### src/rtl/gates_rr_sched.sv
// Round-robin scheduler sharing one gate-logic datapath among NREQ requesters.
// The winner's operands are captured into a valid/ready result slot.
module gates_rr_sched #(
   parameter  int NREQ = 4,
   parameter  int W    = 4,
   localparam int IDW  = $clog2(NREQ)
) (
   input  logic              clk,
   input  logic              rst_n,
   input  logic [NREQ-1:0]   req,
   input  logic [NREQ*W-1:0] req_va,
   input  logic [NREQ*W-1:0] req_vb,
   input  logic [NREQ*4-1:0] req_abcd,
   output logic [NREQ-1:0]   grant,
   output logic              res_valid,
   input  logic              res_ready,
   output logic [IDW-1:0]    res_id,
   output logic              res_y,
   output logic [W-1:0]      res_vy
);

   typedef enum logic {
      IDLE = 1'b0,
      FULL = 1'b1
   } state_t;

   state_t          r_state;
   state_t          w_state_nxt;
   logic [IDW-1:0]  r_ptr;
   logic [IDW-1:0]  w_ptr_nxt;
   logic [IDW-1:0]  w_win;
   logic            w_found;
   logic            w_issue;
   logic [W-1:0]    w_va;
   logic [W-1:0]    w_vb;
   logic [3:0]      w_abcd;
   logic            w_y;
   logic [NREQ-1:0] w_grant_nxt;
   logic [NREQ-1:0] r_grant;
   logic [IDW-1:0]  r_id;
   logic            r_y;
   logic [W-1:0]    r_vy;

   // winner search from ptr with wrap, then operand mux of the winner
   always_comb begin
      w_found = |req;
      w_win   = '0;
      // lowest requester overall covers the wrapped part of the search
      for (int i = NREQ - 1; i >= 0; i--) begin
         if (req[i]) begin
            w_win = IDW'(i);
         end
      end
      // lowest requester at or above ptr takes precedence
      for (int i = NREQ - 1; i >= 0; i--) begin
         if (req[i] && (IDW'(i) >= r_ptr)) begin
            w_win = IDW'(i);
         end
      end
      w_va   = '0;
      w_vb   = '0;
      w_abcd = '0;
      for (int i = 0; i < NREQ; i++) begin
         if (w_win == IDW'(i)) begin
            w_va   = req_va[i*W +: W];
            w_vb   = req_vb[i*W +: W];
            w_abcd = req_abcd[i*4 +: 4];
         end
      end
      w_y = (w_abcd[3] & w_abcd[2]) | ~(w_abcd[1] & w_abcd[0]);
      if (w_win == IDW'(NREQ - 1)) begin
         w_ptr_nxt = '0;
      end else begin
         w_ptr_nxt = w_win + 1'b1;
      end
   end

   // slot next-state and issue decision
   always_comb begin
      w_state_nxt = r_state;
      w_issue     = w_found && ((r_state == IDLE) || res_ready);
      w_grant_nxt = '0;
      if (w_issue) begin
         w_state_nxt = FULL;
         for (int i = 0; i < NREQ; i++) begin
            w_grant_nxt[i] = (w_win == IDW'(i));
         end
      end else if ((r_state == FULL) && res_ready) begin
         w_state_nxt = IDLE;
      end
   end

   // slot state, pointer and grant pulse registers
   always_ff @(posedge clk or negedge rst_n) begin
      if (!rst_n) begin
         r_state <= IDLE;
         r_ptr   <= '0;
         r_grant <= '0;
      end else begin
         r_state <= w_state_nxt;
         r_grant <= w_grant_nxt;
         if (w_issue) begin
            r_ptr <= w_ptr_nxt;
         end
      end
   end

   // result registers load only on issue and otherwise hold
   always_ff @(posedge clk or negedge rst_n) begin
      if (!rst_n) begin
         r_id <= '0;
         r_y  <= 1'b0;
         r_vy <= '0;
      end else if (w_issue) begin
         r_id <= w_win;
         r_y  <= w_y;
         r_vy <= w_va & w_vb;
      end
   end

   assign grant     = r_grant;
   assign res_valid = (r_state == FULL);
   assign res_id    = r_id;
   assign res_y     = r_y;
   assign res_vy    = r_vy;

endmodule

### config.mk
export PLATFORM = sky130hd
export DESIGN_NAME = gates_rr_sched
export DESIGN_NICKNAME = d
export VERILOG_FILES = /design/src/rtl/gates_rr_sched.sv
export SDC_FILE = /design/constraint.sdc
export NUM_CORES = 1
export LEC_CHECK = 0
export CAP_MARGIN = 20
export CORE_MARGIN = 5
export CORE_UTILIZATION = 34
export CTS_BUF_LIST = sky130_fd_sc_hd__clkbuf_4
export DETAILED_ROUTE_END_ITERATION = 7
export PLACE_DENSITY = 0.82
export SYNTH_ARGS = -nofsm -noshare
export SYNTH_HDL_FRONTEND = slang
export SYNTH_SLANG_ARGS = --single-unit
export TNS_END_PERCENT = 20
### constraint.sdc
create_clock -name clk -period 2.3 [get_ports clk]
set_input_delay 0.23 -clock clk [delete_from_list [all_inputs] [get_ports clk]]
set_output_delay 0.23 -clock clk [all_outputs]
set_load 0.05 [all_outputs]
# Yosys cells after proc, flatten, opt, wreduce, memory -nomap -nowiden
# Cells that the tools add are included.
# W data, S select, Z words.
[totals]
output_inout_bits = 12
mem_bits_ro = 0
n_memories = 0
word_cells = 54
latch_bits = 0
reg_bits = 14
ram_bits = 0
input_bits = 55
[op_classes]
n_bitwise = 6
n_mul = 0
n_mux = 24
n_reduce_logical = 10
eq_ne = 3
div = 0
add_sub_neg = 1
shifts = 0
order_cmp = 4
[op_table]
columns = ["cell", "n"]
rows = [
  ["$mux W4", 13],
  ["$mux W2", 9],
  ["$logic_and A1 B1 Y1", 6],
  ["$and A4 B4 Y4", 1],
  ["$eq A2 B2 Y1 const B", 2],
  ["$ge A1 B2 Y1 const A", 2],
  ["$ge A2 B2 Y1 const A", 2],
  ["$reduce_or A4 Y1", 1],
  ["$add A2 B1 Y2 const B", 1],
  ["$and A1 B1 Y1", 2],
  ["$eq A2 B1 Y1 const B", 1],
  ["$logic_not A2 Y1", 1],
  ["$mux W1", 2],
  ["$not A1 Y1", 2],
  ["$reduce_bool A2 Y1", 1],
  ["$logic_or A1 B1 Y1", 1],
  ["$or A1 B1 Y1", 1],
]

# Longest topological paths before layout
[logic_depth]
word_depth = 16
ltp_mapped = 10

# Worst setup path after synthesis
# No wires, ideal clock.
[synth_timing]
kind = "register to register"
from = "reg r_ptr[0]"
to = "reg r_vy[0] (netlist: res_vy[0])"
setup_time_ns = 0.126
n_path_buf = 0
required_ns = 2.174
stages_incl_launch_ff = 10
t_arrival_ns = 1.876
path_slack_ns = 0.298
path_cell_list = "dfrtp_1 > nand3_1 > a21oi_1 > a211oi_1 > inv_1 > ha_1 > and3_1 > a31oi_1 > o21ai_0 > a221o_1"
[synth_via]
elab_chain_cells = 12
[synth_rtl]
columns = ["element", "line_no", "text"]
rows = [
  ["start, declared", "29", "logic [IDW-1:0] r_ptr;"],
  ["start signal, assigned", "103", "r_ptr <= w_ptr_nxt;"],
  ["$ge A2 B2 Y1", "56", "if (req[i] && (IDW'(i) >= r_ptr)) begin"],
  ["$logic_and A1 B1 Y1", "56", ""],
  ["$mux W2 (3 in a row)", "56", ""],
  ["$mux W2 (*)", "56", ""],
  ["via w_win[1]", "31", "logic [IDW-1:0] w_win;"],
  ["$logic_not A2 Y1", "64", "if (w_win == IDW'(i)) begin"],
  ["$mux W4 (4 in a row)", "64", ""],
  ["$and A4 B4 Y4 (*)", "117", "r_vy <= w_va & w_vb;"],
  ["end signal, assigned", "117", ""],
  ["end, declared", "42", "logic [W-1:0] r_vy;"],
]
# Mark *: on every way through the listed nets, which the timed path passes. The rest lies on a longest branch.
# A chain may end at the register's enable or synchronous reset.

# Worst setup path in the final report
[layout_timing]
from = "reg r_ptr[1]"
to = "reg r_vy[0] (netlist: res_vy[0])"
[layout_via]
elab_chain_cells = 12
[layout_rtl]
columns = ["element", "line_no"]
rows = [
  ["$ge A2 B2 Y1", "56"],
  ["$logic_and A1 B1 Y1", "56"],
  ["$mux W2 (3 in a row)", "56"],
  ["$mux W2 (*)", "56"],
  ["$logic_not A2 Y1", "64"],
  ["$mux W4 (4 in a row)", "64"],
  ["$and A4 B4 Y4 (*)", "117"],
]
# Every way passes the cells marked *; elsewhere a longest branch is shown, timed or not.

==> metrics.md <==
| Metric | Value |
|---|---|
| Compound-Gate Fraction of Synth Area | 0.193 |
| Synthesized Nets | between 150 and 200 |
| Core Util, Final | 0.683 |
| Die height | ~61 um |
| Warning count from the yosys run | 0 |
| Drt first pass iters | 4 |
| Clock transition at the register clock pins on the worst setup and hold paths after CTS | 0.09 ns |
| Clock root buffer | sky130_fd_sc_hd__clkbuf_4 |
| GRT met1 Usage | 0.180 |
| Area of the die | between 3000 and 4000 um^2 |
| Average wire per standard cell | about 15 um |
| Die width | ~61 um |
| Ranking of synthesized cells by area | sky130_fd_sc_hd__dfrtp_1, sky130_fd_sc_hd__ha_1, sky130_fd_sc_hd__nand3_1, sky130_fd_sc_hd__a221o_1, sky130_fd_sc_hd__nand2_1 |
| Fraction of layout instances using a drive strength above 1 | 0.140 |
| Synth Instances | 95 |
| Adder-cell share of the synthesized area | 0.0576 |
| Number of rows created at floorplan | 18 |
| Final critical-path setup slack | 0.101 ns |
| Tightest Hold Check Type | input pin to asynchronous set/reset pin |
| Highest fanout seen on the critical path | 6 |
| Netlist Area Pre-Place | between 800 and 900 um^2 |
| Final hold viol count | 0 |
| Dpl hpwl | about 2500 um |
| Layout filler cell count | ~190 |
| Buffer count from post-CTS setup fixing | 0 |
| Worst Setup Path Type | flip-flop to flip-flop |
| Dominant combinational cell family by area after synthesis | simple AND/OR/NAND/NOR gates |
| Combined area of the multi-input logic cells | roughly 500 um^2 |
| Beginning of the worst register-to-register path | r_ptr[1]$_DFFE_PN0P_ |
| Routing usage on met2 | 0.305 |
| Number of CTS-inserted buffers | 3 |
| Xor/xnor share of the synthesized area | 0 |
| Overall routing resource usage | 0.162 |
| Most frequently used flop master after synthesis | sky130_fd_sc_hd__dfrtp_1 |
| Setup crit start kind | flip-flop |
| TritonCTS clock tree | built |
| Maximum vdd ir drop | 591 uV |
| First DRT Iteration DRCs | 33 |
| Critical-path top delay cell | sky130_fd_sc_hd__dfrtp_1 |
| Post-placement setup slack | -0.368 ns |
| Number of nets at the end of the flow | 232 |
| Post-synth ARST share | 1.00 |
| Count of cell types in the netlist | 28 |
| Detailed Route WL | ~3000 um |
| Area share of the leading cell type in the synthesized netlist | 0.403 |
| Worst-case clock buffer depth | 2 |
| Port Buf Inserts | 66 |
| Htree depth | 1 |
| Most common library cells after synthesis | sky130_fd_sc_hd__dfrtp_1, sky130_fd_sc_hd__nand3_1, sky130_fd_sc_hd__nand2_1 |
| Arrival time worst endpoint | 2.37 ns |
| Count of flip-flops with a built-in enable after synthesis | 0 |
| Minimum clock period after layout | around 2.2 ns |
| Final worst path period share | 0.956 |
| Count of antenna-violating nets left after detailed routing | 0 |
| Cell taking the most area after synthesis | sky130_fd_sc_hd__dfrtp_1 |
| Register area share after synthesis | 0.403 |
| Final setup fails | 0 |
| Clock insertion delay at the later pin of the skew report | approximately 0.28 ns |
| Static Leak | roughly 0.72 nW |
| First-pass GRT wire length | 4410 um |
| Largest net degree at the start of global routing | 15 |
| Proportion of synthesized area in mux cells | 0.0129 |
| Sequence of cells on the critical path | nand2b_1 -> a21oi_1 -> or3_4 -> ha_1 -> nor2b_2 -> a31oi_1 -> o21ai_0 -> a221o_1 |
| Boundary Pins | 67 |
| Crit. End Element | flip-flop |
| Floorplan Core Area | 2450 um^2 |
| Post-synthesis simple-gate area fraction | 0.283 |
| Remaining global-route overflow | 0 |
| Maximum clock rate | roughly 450 MHz |
| Routed via count | between 1,000 and 1,500 |
| Relative slew margins | 0.577 |
| Register cell area after layout | 350 um^2 |
| DRC violations left | 0 |
| Leading cell type by number of instances after synthesis | sky130_fd_sc_hd__dfrtp_1 |
| Syn_area_per_cell | slightly above 9 um^2 |
| Routed via count divided by cell count | about 5.1 |
| Top Usage Layer GRT | met2 |
| Req. time, crit path | around 2.5 ns |
| Diode count | 0 |
| Worst setup startpoint | r_ptr[1]$_DFFE_PN0P_ |
| Count of pins over their slew limit | 0 |
| CP max stage delay | around 0.46 ns |
| Placer Congestion | ~0.89 |
| Post-synthesis to final-layout area growth | 92.8% |
| Cell area after placement | approximately 1600 um^2 |
| Result of the run | completed |
| Via count of the first global-routing pass | about 1,000 |
| Area of all placed cells without fillers | between 1500 and 2000 um^2 |
| Max Cap Violations | 0 |
| Measured slew at the worst slew-check pin | approximately 0.63 ns |
| Post-synthesis register bit count | 14 |
| Worst Clk Skew | roughly 0.0053 ns |
| Power density relative to cell area | approximately 720 nW/um^2 |
| Antenna violations before repair | 0 |
| Starting density of the core | 0.354 |
| CTS sink cnt | 14 |
| M3 GR Usage | 0.0383 |
==> cell usage in the layout, fill, tap and decap left out, types with 2 or more instances in the layout <==
master | netlist | routed
sky130_fd_sc_hd__nor2_1 | 6 | 6
sky130_fd_sc_hd__nand4_1 | 2 | 2
sky130_fd_sc_hd__dlymetal6s2s_1 | 0 | 2
sky130_fd_sc_hd__ha_1 | 4 | 2
sky130_fd_sc_hd__a21oi_1 | 6 | 6
sky130_fd_sc_hd__a31oi_1 | 4 | 4
sky130_fd_sc_hd__buf_4 | 0 | 10
sky130_fd_sc_hd__dfrtp_1 | 14 | 14
sky130_fd_sc_hd__and2_1 | 4 | 4
sky130_fd_sc_hd__nand2b_1 | 2 | 2
sky130_fd_sc_hd__and3_1 | 4 | 4
sky130_fd_sc_hd__clkbuf_4 | 0 | 3
sky130_fd_sc_hd__clkdlybuf4s50_1 | 0 | 64
sky130_fd_sc_hd__nand2_1 | 9 | 9
sky130_fd_sc_hd__nand3_1 | 10 | 10
sky130_fd_sc_hd__a221o_1 | 4 | 4
sky130_fd_sc_hd__o21ai_0 | 6 | 6
sky130_fd_sc_hd__inv_1 | 4 | 3
==> layout make-up <==
cell class                 count  share of cell area
clock inverter                 1             0.00224
tap                           30              0.0224
timing repair buffer          76               0.442
multi-input combinational     74               0.302
inverter                       4             0.00896
clock buffer                   3              0.0134
sequential                    14               0.209
==> registers in the layout, summed over array words and instances (netlist names) <==
signal and cells:
grant 4, r_ptr 2, res_id 2, res_valid 1, res_vy 4, res_y 1
==> repair_timing <==
item | in CTS | in global routing
gates resized for setup | 4 | 7
hold buffers | 0 | 0
setup endpoints to repair | 5 | 5
pin swaps | 1 | 1
==> path summary, 6_finish.rpt <==
| path | to | slack, ns | cells past startpoint |
|---|---|---|---|
| hold reg to reg | res_y$_DFFE_PN0P_ | 0.52 | 2 |
| hold / removal | grant[0]$_DFF_PN0_ | 0.33 | 1 |
| min in group clk | res_valid$_DFFE_PN0P_ | 0.35 | 4 |
| max in group asynchronous | res_vy[0]$_DFFE_PN0P_ | 1.56 | 1 |
| setup / recovery | res_vy[0]$_DFFE_PN0P_ | 0.10 | 8 |
| setup reg to reg | res_vy[0]$_DFFE_PN0P_ | 0.10 | 8 |
==> logic make-up (layout without fill, tap and decap cells) <==
family / Yosys count / after routing
and+or+nand+nor: 44 / 44
AOI/OAI and AO/OA: 25 / 25
DFF: 14 / 14
buffers and inverters: 7 / 84
adders and majority gates: 4 / 4
muxes: 1 / 1
==> per-layer routing <==
metal  share of wire  up-vias
met4          0.0063        0
met3           0.063        2
met1            0.35      478
met2            0.58       41
met5               0        -
li1                -      501
==> critical path: cells and delay by family (launching register included) <==
kind,cells,cell delay [ns]
compound gates,4,0.70
fa+ha+maj,1,0.23
simple gates,3,0.70
flops,1,0.46
==> power breakdown <==
| part | switching [mW] | total, mW | internal (mW) |
|---|---|---|---|
| Sequential | 0.0484 | 0.357 | 0.308 |
| Clock | 0.0841 | 0.147 | 0.0629 |
| Combinational | 0.378 | 0.706 | 0.329 |
==> metrics by stage <==
| step | std cells | TNS (ns) | hold slack (ns) | power (mW) |
|---|---|---|---|---|
| after floorplan | 95 | 0 | -0.0656 | 0.724 |
| after global placement | 198 | -1.12 | 0.483 | 1.01 |
| after detailed placement | 198 | -1.78 | 0.488 | 1.03 |
| after CTS | 202 | 0 | 0.336 | 1.19 |
| after global routing | 202 | -0.0447 | 0.361 | 1.28 |
| final | 202 | 0 | 0.329 | 1.21 |
Power figures use the tool's default switching activity.
